<file path="src/rtl/fft_rw_pkg.sv">
// Shared definitions for the in-place radix-2 DIT FFT read/write engine.
//   state_t      : engine FSM states (IDLE, READ, DRAIN, DONE)
//   stage_width  : bits needed to count ADDR_WIDTH stages
//   cnt_width    : bits needed for the shared READ/DRAIN cycle counter
//   half_n       : butterflies per stage (N/2)
package fft_rw_pkg;

    typedef enum logic [1:0] {
        IDLE  = 2'd0,
        READ  = 2'd1,
        DRAIN = 2'd2,
        DONE  = 2'd3
    } state_t;

    function automatic int half_n(input int addr_w);
        return 1 << (addr_w - 1);
    endfunction

    function automatic int stage_width(input int addr_w);
        return (addr_w > 1) ? $clog2(addr_w) : 1;
    endfunction

    // One counter serves both the READ phase (N/2 cycles) and the DRAIN
    // phase (depth cycles), so it is sized for the longer of the two.
    function automatic int cnt_width(input int halfn, input int depth);
        int m;
        m = (halfn > depth) ? halfn : depth;
        return (m > 1) ? $clog2(m) : 1;
    endfunction

endpackage

</file>
<file path="src/rtl/fft_rw_engine_delay_line.sv">
// rw_delay_line: clearable shift register used to align butterfly results
// with the addresses they were read from.
//   clk  : clock, rising edge
//   clr  : synchronous active-high clear of every stage
//   d    : bundle entering stage 0
//   q    : bundle leaving the last stage (DEPTH cycles after entry)
module rw_delay_line #(
    parameter int WIDTH = 1,
    parameter int DEPTH = 1
) (
    input  logic             clk,
    input  logic             clr,
    input  logic [WIDTH-1:0] d,
    output logic [WIDTH-1:0] q
);

    logic [WIDTH-1:0] dly_p [DEPTH];

    always_ff @(posedge clk) begin
        if (clr) begin
            for (int i = 0; i < DEPTH; i++) dly_p[i] <= '0;
        end else begin
            dly_p[0] <= d;
            for (int i = 1; i < DEPTH; i++) dly_p[i] <= dly_p[i-1];
        end
    end

    assign q = dly_p[DEPTH-1];

endmodule

</file>
<file path="src/rtl/fft_rw_engine.sv">
// fft_rw_engine: in-place radix-2 DIT FFT read/write engine. Generates one
// butterfly operand pair per cycle, serves the operands from an internal
// complex memory and writes the butterfly results back to the same addresses
// CLKCYCLES cycles later.
//   clk, clr                     : clock / synchronous active-high reset
//   start                        : begins a full FFT pass when idle
//   A/B_{real,imag}_in           : butterfly results for the current pair
//   A/B_{real,imag}_out          : asynchronous read data at the read addresses
//   addr_A_read, addr_B_read     : operand addresses
//   addr_Twiddle                 : twiddle ROM index
//   addr_A_write, addr_B_write   : write-back addresses
//   roW                          : write-back enable this cycle
//   done                         : one-cycle pulse at end of pass
//   busy                         : high from first read cycle through done
// Optional feature macro FFT_LOAD_PORT_EN adds load_en/load_addr/load_real/
// load_imag for writing memory words while the engine is idle.
module fft_rw_engine
    import fft_rw_pkg::*;
#(
    parameter int DATA_WIDTH = 3,
    parameter int ADDR_WIDTH = 3,
    parameter int CLKCYCLES  = 4
) (
    input  logic                  clk,
    input  logic                  clr,
    input  logic                  start,
`ifdef FFT_LOAD_PORT_EN
    input  logic                  load_en,
    input  logic [ADDR_WIDTH-1:0] load_addr,
    input  logic [DATA_WIDTH-1:0] load_real,
    input  logic [DATA_WIDTH-1:0] load_imag,
`endif
    input  logic [DATA_WIDTH-1:0] A_real_in,
    input  logic [DATA_WIDTH-1:0] A_imag_in,
    input  logic [DATA_WIDTH-1:0] B_real_in,
    input  logic [DATA_WIDTH-1:0] B_imag_in,
    output logic [DATA_WIDTH-1:0] A_real_out,
    output logic [DATA_WIDTH-1:0] A_imag_out,
    output logic [DATA_WIDTH-1:0] B_real_out,
    output logic [DATA_WIDTH-1:0] B_imag_out,
    output logic [ADDR_WIDTH-1:0] addr_A_read,
    output logic [ADDR_WIDTH-1:0] addr_B_read,
    output logic [ADDR_WIDTH-1:0] addr_Twiddle,
    output logic [ADDR_WIDTH-1:0] addr_A_write,
    output logic [ADDR_WIDTH-1:0] addr_B_write,
    output logic                  roW,
    output logic                  done,
    output logic                  busy
);

    localparam int N      = 1 << ADDR_WIDTH;
    localparam int HALF_N = half_n(ADDR_WIDTH);
    localparam int SW     = stage_width(ADDR_WIDTH);
    localparam int CW     = cnt_width(HALF_N, CLKCYCLES);
    localparam int BW     = 1 + 2*ADDR_WIDTH + 4*DATA_WIDTH;

    state_t        state, state_nx;
    logic [SW-1:0] stage, stage_nx;
    logic [CW-1:0] cnt, cnt_nx;

    always_ff @(posedge clk) begin
        if (clr) begin
            state <= IDLE;
            stage <= '0;
            cnt   <= '0;
        end else begin
            state <= state_nx;
            stage <= stage_nx;
            cnt   <= cnt_nx;
        end
    end

    always_comb begin
        state_nx = state;
        stage_nx = stage;
        cnt_nx   = cnt;
        case (state)
            IDLE: begin
                if (start) begin
                    state_nx = READ;
                    stage_nx = '0;
                    cnt_nx   = '0;
                end
            end
            READ: begin
                if (cnt == CW'(HALF_N - 1)) begin
                    state_nx = DRAIN;
                    cnt_nx   = '0;
                end else begin
                    cnt_nx = cnt + 1'b1;
                end
            end
            // DRAIN lets the last write of this stage land before the next
            // stage reads any of the same words.
            DRAIN: begin
                if (cnt == CW'(CLKCYCLES - 1)) begin
                    cnt_nx = '0;
                    if (stage == SW'(ADDR_WIDTH - 1)) begin
                        state_nx = DONE;
                    end else begin
                        state_nx = READ;
                        stage_nx = stage + 1'b1;
                    end
                end else begin
                    cnt_nx = cnt + 1'b1;
                end
            end
            DONE:    state_nx = IDLE;
            default: state_nx = IDLE;
        endcase
    end

    assign done = (state == DONE);
    assign busy = (state != IDLE);

    // A is the butterfly index j with a zero inserted at bit 'stage';
    // B is its partner with that bit set.
    logic [ADDR_WIDTH-1:0] j, mask, a_addr;

    always_comb begin
        j            = ADDR_WIDTH'(cnt);
        mask         = (ADDR_WIDTH'(1) << stage) - ADDR_WIDTH'(1);
        a_addr       = ((j & ~mask) << 1) | (j & mask);
        addr_A_read  = '0;
        addr_B_read  = '0;
        addr_Twiddle = '0;
        if (state == READ) begin
            addr_A_read  = a_addr;
            addr_B_read  = a_addr | (ADDR_WIDTH'(1) << stage);
            addr_Twiddle = (j & mask) << (ADDR_WIDTH - 1 - int'(stage));
        end
    end

    // Write-back alignment: read pair and its results travel together
    logic [BW-1:0]         wb_in, wb_out;
    logic [DATA_WIDTH-1:0] wa_re, wa_im, wb_re, wb_im;

    assign wb_in = {state == READ, addr_A_read, addr_B_read,
                    A_real_in, A_imag_in, B_real_in, B_imag_in};

    rw_delay_line #(
        .WIDTH (BW),
        .DEPTH (CLKCYCLES)
    ) u_wb_dly (
        .clk (clk),
        .clr (clr),
        .d   (wb_in),
        .q   (wb_out)
    );

    assign {roW, addr_A_write, addr_B_write, wa_re, wa_im, wb_re, wb_im} = wb_out;

    // Operand memory: contents survive clr
    logic [DATA_WIDTH-1:0] mem_re [N];
    logic [DATA_WIDTH-1:0] mem_im [N];

    always_ff @(posedge clk) begin
        if (roW) begin
            mem_re[addr_A_write] <= wa_re;
            mem_im[addr_A_write] <= wa_im;
            mem_re[addr_B_write] <= wb_re;
            mem_im[addr_B_write] <= wb_im;
        end
`ifdef FFT_LOAD_PORT_EN
        if (load_en && state == IDLE) begin
            mem_re[load_addr] <= load_real;
            mem_im[load_addr] <= load_imag;
        end
`endif
    end

    assign A_real_out = mem_re[addr_A_read];
    assign A_imag_out = mem_im[addr_A_read];
    assign B_real_out = mem_re[addr_B_read];
    assign B_imag_out = mem_im[addr_B_read];

endmodule

</file>
<file path="config.mk">
export PLATFORM = sky130hd
export DESIGN_NAME = fft_rw_engine
export DESIGN_NICKNAME = d
export VERILOG_FILES = /design/src/rtl/fft_rw_pkg.sv /design/src/rtl/fft_rw_engine_delay_line.sv /design/src/rtl/fft_rw_engine.sv
export SDC_FILE = /design/constraint.sdc
export NUM_CORES = 1
export LEC_CHECK = 0
export BUFFER_PORTS_ARGS = -buffer_cell sky130_fd_sc_hd__buf_2
export CELL_PAD_IN_SITES_DETAIL_PLACEMENT = 0
export CELL_PAD_IN_SITES_GLOBAL_PLACEMENT = 1
export CORE_ASPECT_RATIO = 0.9
export CORE_MARGIN = 2
export CORE_UTILIZATION = 43
export CTS_CLUSTER_SIZE = 8
export DETAILED_ROUTE_END_ITERATION = 10
export PLACE_DENSITY = 0.73
export SYNTH_ARGS = -nofsm -noshare
export SYNTH_HDL_FRONTEND = slang
export SYNTH_SLANG_ARGS = --single-unit
</file>
<file path="constraint.sdc">
create_clock -name clk -period 2.2 [get_ports clk]
set_input_delay 0.44 -clock clk [delete_from_list [all_inputs] [get_ports clk]]
set_output_delay 0.44 -clock clk [all_outputs]
set_load 0.01 [all_outputs]
</file>
Word-level counts from Yosys, hierarchy flattened
Memory sizes are Yosys's and may differ from the RTL's.
Cells that the tools add are included.

cells by class
  $add $sub $neg = 4
  equality and inequality tests = 9
  shift operators = 2
  mux-type cells = 23
  bitwise logic cells = 9
  reduce and logical (&&, ||, !) cells = 8

operators by type and width
  operator               count
  $mux W19               4
  $shl A3 B32 Y3         1
  $mux W2                8
  $mux W3                3
  $eq A2 B2 Y1 const B   4
  $ne A2 B2 Y1 const B   4
  $pmux W2 S2            2
  $pmux W2 S4            1
  $or A3 B3 Y3           2
  $reduce_bool A2 Y1     3
  $mux W1                5
  $add A2 B1 Y2 const B  2
  $or A1 B1 Y1           4
  $reduce_and A4 Y1      1
  $and A2 B3 Y3          1
  $reduce_and A3 Y1      1
  $shl A1 B2 Y3 const A  1
  $sub A2 B2 Y3 const A  1
  $sub A3 B2 Y3 const B  1
  $and A2 B2 Y2          1
  $eq A2 B1 Y1 const B   1
  $logic_not A2 Y1       1
  $not A2 Y2             1
  $reduce_and A2 Y1      1
  $reduce_or A2 Y1       1

word-level totals
  bits in registers = 6
  bits in writable memories = 124
  bits of input ports = 15
  memories kept = 3

memory list
  name            depth  bits a word  rd ports  clocked after memory_dff  write ports  line                            RTL
  u_wb_dly.dly_p  4      19           4         0                         4            fft_rw_engine_delay_line.sv:17  logic [WIDTH-1:0] dly_p [DEPTH];
  mem_im          8      3            2         0                         2            fft_rw_engine.sv:155            logic [DATA_WIDTH-1:0] mem_im [N];
  mem_re          8      3            2         0                         2            fft_rw_engine.sv:154            logic [DATA_WIDTH-1:0] mem_re [N];

Longest topological paths before layout
Gate-level depths: netlist of run 1.

  depth after elaboration = 8
  mapped depth = 11
  gate-level depth less buffers = 8

Modules after synthesis
From an unflattened synthesis of run 1, not the netlist that was laid out.

unflattened totals
  cell total of the unflattened synthesis = 507
  area, all modules = 5690.5 um^2

modules (own cells, without submodules)
  module         times used  cells an instance  area an instance (um^2)
  fft_rw_engine  1           347                3626.0
  rw_delay_line  1           160                2064.5

Least setup slack after synthesis of run 1
Ideal clock, no wire load.

  kind = flip-flop to output port
  start point = register stage[0]
  end point = output B_imag_out[2]
  arrival = 1.907 ns
  path slack = -0.147 ns
  cell stages (with the launch flop) = 10
  buffers on the path = 2
  cells stage by stage = dfxtp_1 inv_1 ha_1 buf_2 or2_1 buf_2 nand2_2 inv_2 a32o_1 a31oi_1

on the way
  elaborated cells on any way between the ends = 9
  those cells by class = 1 x add/sub; 1 x shift; 1 x mux; 5 x bitwise; 1 x memory

RTL lines
  item                    line                                        RTL
  start, declared         fft_rw_engine.sv:58                         logic [SW-1:0] stage, stage_nx;
  start signal, assigned  fft_rw_engine.sv:68                         stage <= stage_nx;
  $shl A1 B2 Y3 (*)       fft_rw_engine.sv:122, fft_rw_engine.sv:129
  $sub A3 B2 Y3           fft_rw_engine.sv:122                        mask = (ADDR_WIDTH'(1) << stage) - ADDR_WIDTH'(1);
  $and A2 B3 Y3           fft_rw_engine.sv:123                        a_addr = ((j & ~mask) << 1) | (j & mask);
  $or A3 B3 Y3            fft_rw_engine.sv:123
  $or A3 B3 Y3 (*)        fft_rw_engine.sv:129                        addr_B_read = a_addr | (ADDR_WIDTH'(1) << stage);
  $mux W3 (*)             fft_rw_engine.sv:127                        if (state == READ) begin
  net u_wb_dly.d[12]      fft_rw_engine_delay_line.sv:13              input logic [WIDTH-1:0] d,
  $mem_v2 Z8 W3 (*)       --
  end, declared           fft_rw_engine.sv:40                         output logic [DATA_WIDTH-1:0] B_imag_out,

Mark *: on every way through the listed nets, which the timed path passes. The rest lies on a longest branch.

Worst setup path after layout of run 1
  start point = register stage[0]
  end point = output B_imag_out[2]

on the way
  word-level cells in the longest chain between the ends = 8
  elaborated cells on any way between the ends = 9
  those cells by class = 1 x add/sub; 1 x shift; 1 x mux; 5 x bitwise; 1 x memory

RTL lines
  item               line
  $shl A1 B2 Y3 (*)  fft_rw_engine.sv:122, fft_rw_engine.sv:129
  $sub A3 B2 Y3      fft_rw_engine.sv:122
  $not A2 Y2         fft_rw_engine.sv:123
  $and A2 B2 Y2      fft_rw_engine.sv:123
  $or A3 B3 Y3       fft_rw_engine.sv:123
  $or A3 B3 Y3 (*)   fft_rw_engine.sv:129
  $mux W3 (*)        fft_rw_engine.sv:127
  $mem_v2 Z8 W3 (*)  --

Mark *: on every way between the ends. The rest lies on a longest branch, timed or not.

==> flow_summary_export.csv, run 1 <==
group,metric,value,unit
timing,setup_viol,14,
setup_path,reg2reg_slack,230,ps
global_route,grt.overflow.total,0,
global_route,antenna_found_initial,0,
cells_and_area,finish.utilization,56.1,%
synthesis,synth_nets,521,
clocking,ctsHoldBuffers,0,
cells_and_area,drive_above_1_share,39.7,%
clocking,clock_sinks,130,
timing,final-hold-violation-count,0,
floorplanning,die_w,126,microns
place,gp_congestion,0.873,
synthesis,yosysSeqAreaShare,53.7,%
place,dp_hpwl,8910,microns
setup_path,worst_setup_path_start_kind,"flop",
routing,drc,0,
floorplanning,fp.dieH,114,microns
synthesis,synth_fa_ha_area_share,1.96,%
setup_path,endpoint,"B_imag_out[2]",
clocking,cts-root-buf,"clkbuf_16",
outcome,status,"finished with violations",
synthesis,async_reset_ff_share,0,%
floorplanning,io_pins,45,
floorplanning,core_area,13200,sq um
routing,drt_iter0_markers,309,
synthesis,yosys.area_share.simple,15.8,%
timing,rsz0062_at_grt,"true",
pwr,swShare,26.7,%
timing,fin_crit,2600,ps
place,portBuffers,44,
setup_path,critical_path_arrival,2160,ps
floorplanning,initial_utilization,43.5,%
synthesis,synth_top_family_by_area,"simple AND/OR/NAND/NOR gates",
global_route,grt_use_met3,4.83,%
global_route,grt_start_max_net_pins,31,
pwr,p_sw,1.96,mW
synthesis,synth_compound_area_share,8.19,%
timing,max_slew_margin,56.6,%
timing,setup_tns,-3890,ps
timing,worst_slack,-399,ps
global_route,grt_pass1_wl,19700,microns
place,place_ws,-14.0,ps
global_route,top_usage_layer,"met2",
synthesis,yosys_register_bits,130,
setup_path,path_max_fanout,6,
synthesis,synth-xor-area-share,0.153,%
routing,drt_first_pass_iters,4,
clocking,cts_tree,"yes",
synthesis,synthCells,497,
timing,max_slew.worst_pin.slew,650,ps
setup_path,crit_path_end_kind,"output pin",
timing,skew,10.0,ps
global_route,grt.met2_usage,27.9,%
clocking,clockBufferDepth,2,
synthesis,synth_cell_type_count,49,
cells_and_area,antenna_cells,0,
hold_path,hp-class,"input pin to flop",
pwr,p_leak,3.08,nW
timing,fin_crit_sh,118,%
pwr,p_clk_share,40.7,%
run,drv_cap,0,
floorplanning,die_area,14300,sq um
pwr,ir_drop,0.000521,V
clocking,htree_num_levels,4,
timing,drv_slew,0,
clocking,insertion_delay,410,ps
pwr,p_int,5.39,mW
global_route,grt_pass1_vias,3709,
setup_path,reg2regPathDepth,8,
clocking,path_clk_slew,50,ps
routing,finalWirelength,12400,microns
floorplanning,row_count,40,
synthesis,syn_avg_cell_area,11.6,sq um
setup_path,timing.rr.end,"stage[1]",
setup_path,crit_type,"flop to output pin",
routing,routed_via_density,5.05,
synthesis,synth_edf_count,48,
routing,vias,3863,
setup_path,r2r_start,"state[0]",
cells_and_area,syn_to_final_growth,29.0,%
pwr,power_frac_comb,23.5,%
synthesis,synth_warnings,0,
cells_and_area,fin_area,7410,sq um
setup_path,cp-startpoint,"stage[0]",
synthesis,synth_ff_type,"dfxtp_1",
global_route,track_usage,17.7,%
place,postPlaceCellArea,6340,sq um
global_route,gr-usage-met1,23.7,%
synthesis,netlist_area,5740,sq um
setup_path,worstPathRequired,1760,ps
routing,detail_route.wl_per_cell,16.2,microns
synthesis,synthMuxAreaShare,15.5,%
cells_and_area,nFillCells,1124,
timing,timing.fmax,385,MHz
clocking,numCtsBuffers,17,
pwr,powerDensity,992,nW/um^2
outcome,failed_checks,"negative setup slack",
cells_and_area,nets,608,
routing,ant_nets,0,
pwr,pwr-share-seq,35.8,%
-- cell usage after synthesis (4+ instances only) --
library cell / n / share of area, %
dfxtp_1: 82 / 29
nor2b_1: 71 / 7.7
edfxtp_1: 48 / 25
mux2_2: 48 / 9.4
mux2i_1: 35 / 6.1
nor2_1: 25 / 1.6
nand2_1: 17 / 1.1
buf_4: 16 / 2.1
inv_1: 14 / 0.92
clkbuf_1: 11 / 0.72
a21oi_1: 9 / 0.78
ha_1: 9 / 2.0
nand2b_1: 9 / 0.98
nand3_1: 9 / 0.78
nor3_1: 9 / 0.78
o21ai_0: 9 / 0.78
o221ai_1: 9 / 1.4
a221oi_1: 6 / 0.92
a31oi_1: 6 / 0.65
buf_2: 5 / 0.44
a211oi_1: 4 / 0.52
-- how the worst min path moves through the flow --
stage,from,end,slack [ps],cells past startpoint
finish,B_imag_in[2],u_wb_dly.dly_p[0][2],230,2
global route,B_imag_in[0],u_wb_dly.dly_p[0][0],230,2
CTS,A_imag_in[1],u_wb_dly.dly_p[0][7],220,2
detailed placement,u_wb_dly.dly_p[0][5],u_wb_dly.dly_p[1][5],420,1
global placement,u_wb_dly.dly_p[0][18],u_wb_dly.dly_p[1][18],420,1
floorplan,u_wb_dly.dly_p[0][0],u_wb_dly.dly_p[1][0],410,1
-- cell usage in the layout, fill, tap and decap left out, drive strengths merged, types with 4 or more instances in the layout --
cell type,instances
a21oi,11
clkbuf,19
o221ai,9
a31oi,6
a211oi,4
clkinv,7
nand2b,9
mux2i,35
ha,9
inv,16
nand3,9
o21ai,10
dfxtp,82
nor2b,71
mux2,48
nand2,20
bufinv,5
a221oi,6
nor2,25
buf,102
edfxtp,48
nor3,11
-- kinds of logic (layout without fill, tap and decap cells) --
family,count (synthesis),after routing
compound gates,64,64
xor+xnor,1,1
fa+ha+maj,9,9
buf+inv,50,149
flops,130,130
mux,83,83
simple gates,160,161
-- state kept, by name (all words and copies together), names as in the netlist --
name            cells
mem_im             24
state               2
u_wb_dly.dly_p     76
cnt                 2
mem_re             24
stage               2
-- layout make-up --
cell class              instances  area, sq um  area share (%)
clock buffers                  19          433            5.85
clock inverters                13          208            2.80
inverters                      15         66.3           0.895
multi-input cells             318         2670            36.1
flip-flops and latches        130         3090            41.7
well taps                     168          210            2.84
repair buffers                102          727            9.82
-- worst max-delay path: stages (launching register included) --
cell	delay [ps]
dfxtp_2	360
inv_4	50
ha_4	170
a221o_2	430
nand2_4	130
o32ai_2	80
a32o_2	230
a31oi_2	140
buf_2	160
-- through the flow --
step	hold WS, ps	instances	total power, mW
CTS	221	758	7.32
finish	234	765	7.35
detailed placement	420	712	4.10
floorplan	414	497	3.63
global route	227	765	7.66
global placement	417	712	4.08
-- what timing repair did --
action / in CTS / in global routing
pin swaps: 4 / 10
setup buffers: 13 / 7
gates cloned: 1 / 0
gates resized for setup: 30 / 23
endpoints found under the setup margin: 14 / 17
-- power by group through the flow --
stage | combinational (mW) | sequential, mW | clock (mW)
after floorplan | 0.970 | 2.66 | 0
after global placement | 1.42 | 2.67 | 0
after detailed placement | 1.43 | 2.67 | 0
after CTS | 1.64 | 2.63 | 3.05
after global routing | 1.87 | 2.64 | 3.16
final | 1.73 | 2.63 | 2.99
-- routing by layer --
metal | part of all wire, % | vias up
met3 | 4.6 | 8
met4 | 0.78 | 0
met1 | 48 | 1830
met2 | 47 | 83
li1 | - | 1942
met5 | 0 | -
No activity file was read; power rests on OpenSTA's default activity.
==> run 2, diff against run 1 <==
RECOVER_POWER = 25   (was unset)
clock period = 2.1 ns   (was 2.2 ns; I/O delays follow)
==> flow_summary_export.csv, run 2 (synthesis results as in run 1) <==
group,metric,value,unit
outcome,status,"finished with violations",
outcome,failed_checks,"negative setup slack",
routing,drc,0,
routing,finalWirelength,12700,microns
timing,fin_crit_sh,122,%
run,drv_cap,0,
routing,ant_nets,0,
timing,max_slew.worst_pin.slew,1010,ps
cells_and_area,layout_common_cells,"dfxtp_1, nor2b_1, buf_4",
floorplanning,fp.dieH,114,microns
global_route,grt_pass1_vias,3882,
cells_and_area,final_common_cell,"dfxtp_1",
setup_path,crit_path_end_kind,"output pin",
setup_path,cp_cell_sequence,"inv_2, ha_4, a221o_2, mux2i_1, a32o_1, a31oi_2, buf_2",
place,dp_hpwl,9200,microns
cells_and_area,top_regs,"u_wb_dly.dly_p x76, mem_im x24, mem_re x24",
timing,setup_viol,17,
setup_path,cp_top_family,"compound AO/OA/AOI/OAI gates",
clocking,htree_num_levels,4,
place,postPlaceCellArea,6500,sq um
setup_path,worstPathRequired,1680,ps
global_route,grt_pass1_wl,20600,microns
routing,vias,4011,
routing,detail_route.wl_per_cell,16.3,microns
routing,drt_iter0_markers,325,
timing,worst_slack,-454,ps
routing,routed_via_density,5.16,
cells_and_area,nets,621,
global_route,grt.overflow.total,0,
routing,drt_first_pass_iters,4,
timing,hold_ws,220,ps
cells_and_area,regMostFlops,"u_wb_dly.dly_p",
cells_and_area,largest_reg_flops,76,
timing,drv_slew,0,
clocking,ctsHoldBuffers,0,
floorplanning,row_count,40,
floorplanning,io_pins,45,
setup_path,worst_setup_path_start_kind,"flop",
timing,fin_crit,2550,ps
pwr,pwr-share-seq,37.0,%
hold_path,hp-class,"input pin to flop",
pwr,swShare,28.4,%
clocking,cts_tree,"yes",
clocking,numCtsBuffers,17,
pwr,powerDensity,1010,nW/um^2
pwr,p_sw,2.13,mW
pwr,ir_drop,0.000588,V
pwr,power_frac_comb,25.2,%
clocking,clock_sinks,130,
setup_path,crit_type,"flop to output pin",
setup_path,critPathBufInv,2,
timing,max_slew_margin,32.4,%
clocking,cts-root-buf,"clkbuf_16",
timing,final-hold-violation-count,0,
global_route,antenna_found_initial,0,
cells_and_area,syn_to_final_growth,28.6,%
clocking,clockBufferDepth,2,
setup_path,critical_path.max_stage_delay,420,ps
pwr,p_leak,3.10,nW
global_route,grt_start_max_net_pins,26,
cells_and_area,finish.utilization,55.9,%
place,gp_congestion,0.969,
cells_and_area,fin_area,7380,sq um
floorplanning,die_area,14300,sq um
pwr,p_clk_share,37.8,%
global_route,track_usage,18.5,%
floorplanning,die_w,126,microns
timing,timing.fmax,392,MHz
floorplanning,core_area,13200,sq um
pwr,p_int,5.36,mW
clocking,insertion_delay,410,ps
timing,rsz0062_at_grt,"true",
setup_path,critical_path_arrival,2130,ps
cells_and_area,antenna_cells,0,
floorplanning,initial_utilization,43.5,%
timing,skew,7.40,ps
clocking,path_clk_slew,60,ps
setup_path,path_max_fanout,6,
place,portBuffers,44,
cells_and_area,drive_above_1_share,41.0,%
setup_path,cpMaxStageDelayCell,"a221o_2",
[run 2: cell count changes in the layout (fill, tap and decap cells not counted), moves of 3 or more]
cell / change
bufinv_16: -5
inv_6: +4
buf_4: +10
buf_6: +3
dfxtp_2: +3
o221ai_2: +5
o221ai_4: -4
[run 2: metrics by stage]
step                total power [mW]  setup WS [ps]  std cells  setup TNS, ps
detailed placement              4.41          -80.5        729           -572
floorplan                       3.82          -87.2        497           -337
global route                    7.82           -574        778          -7550
finish                          7.49           -454        778          -5620
CTS                             7.46           -465        774          -5270
global placement                4.40          -51.1        729           -263
[run 2: worst register-to-register path, cell delays in order (launching register included)]
cell,delay (ps)
dfxtp_1,500
buf_4,220
ha_1,210
nand2b_1,70
a21boi_0,280
o21ai_0,180
a32oi_1,200
nor2_1,50
[run 2: cell type report]
class / count / area (sq um)
multi-input cells: 317 / 2610
flip-flops and latches: 130 / 3090
repair buffers: 116 / 821
well taps: 168 / 210
inverters: 15 / 66.3
clock buffers: 22 / 508
fillers: 1129 / 5830
clock inverters: 10 / 82.6
[run 2: metal layers]
metal / GRT usage [%] / routed length (microns) / vias up
met2: 28.4 / 5750 / 104
met5: 0 / 0 / -
li1: - / - / 1962
met4: 7.55 / 234 / 0
met1: 25.1 / 6080 / 1924
met3: 5.07 / 618 / 21
[run 2: worst paths after layout]
| check | from | to | slack [ps] | cells past startpoint |
|---|---|---|---|---|
| max reg2reg | cnt[0] | stage[1] | 220 | 7 |
| max | stage[0] | B_imag_out[2] | -450 | 7 |
| min reg2reg | u_wb_dly.dly_p[2][8] | u_wb_dly.dly_p[3][8] | 430 | 1 |
| min | B_imag_in[0] | u_wb_dly.dly_p[0][0] | 220 | 2 |
[run 2: power groups by stage]
stage | clock network [mW] | registers, mW | logic (mW)
after floorplan | 0 | 2.79 | 1.04
after global placement | 0 | 2.80 | 1.59
after detailed placement | 0 | 2.81 | 1.61
after CTS | 2.88 | 2.77 | 1.82
after global routing | 3.00 | 2.78 | 2.04
final | 2.83 | 2.77 | 1.89
[run 2: timing repair]
item,CTS,global route
buffers inserted,13,4
pin swaps,17,7
endpoints found under the setup margin,17,21
gates resized for setup,38,11
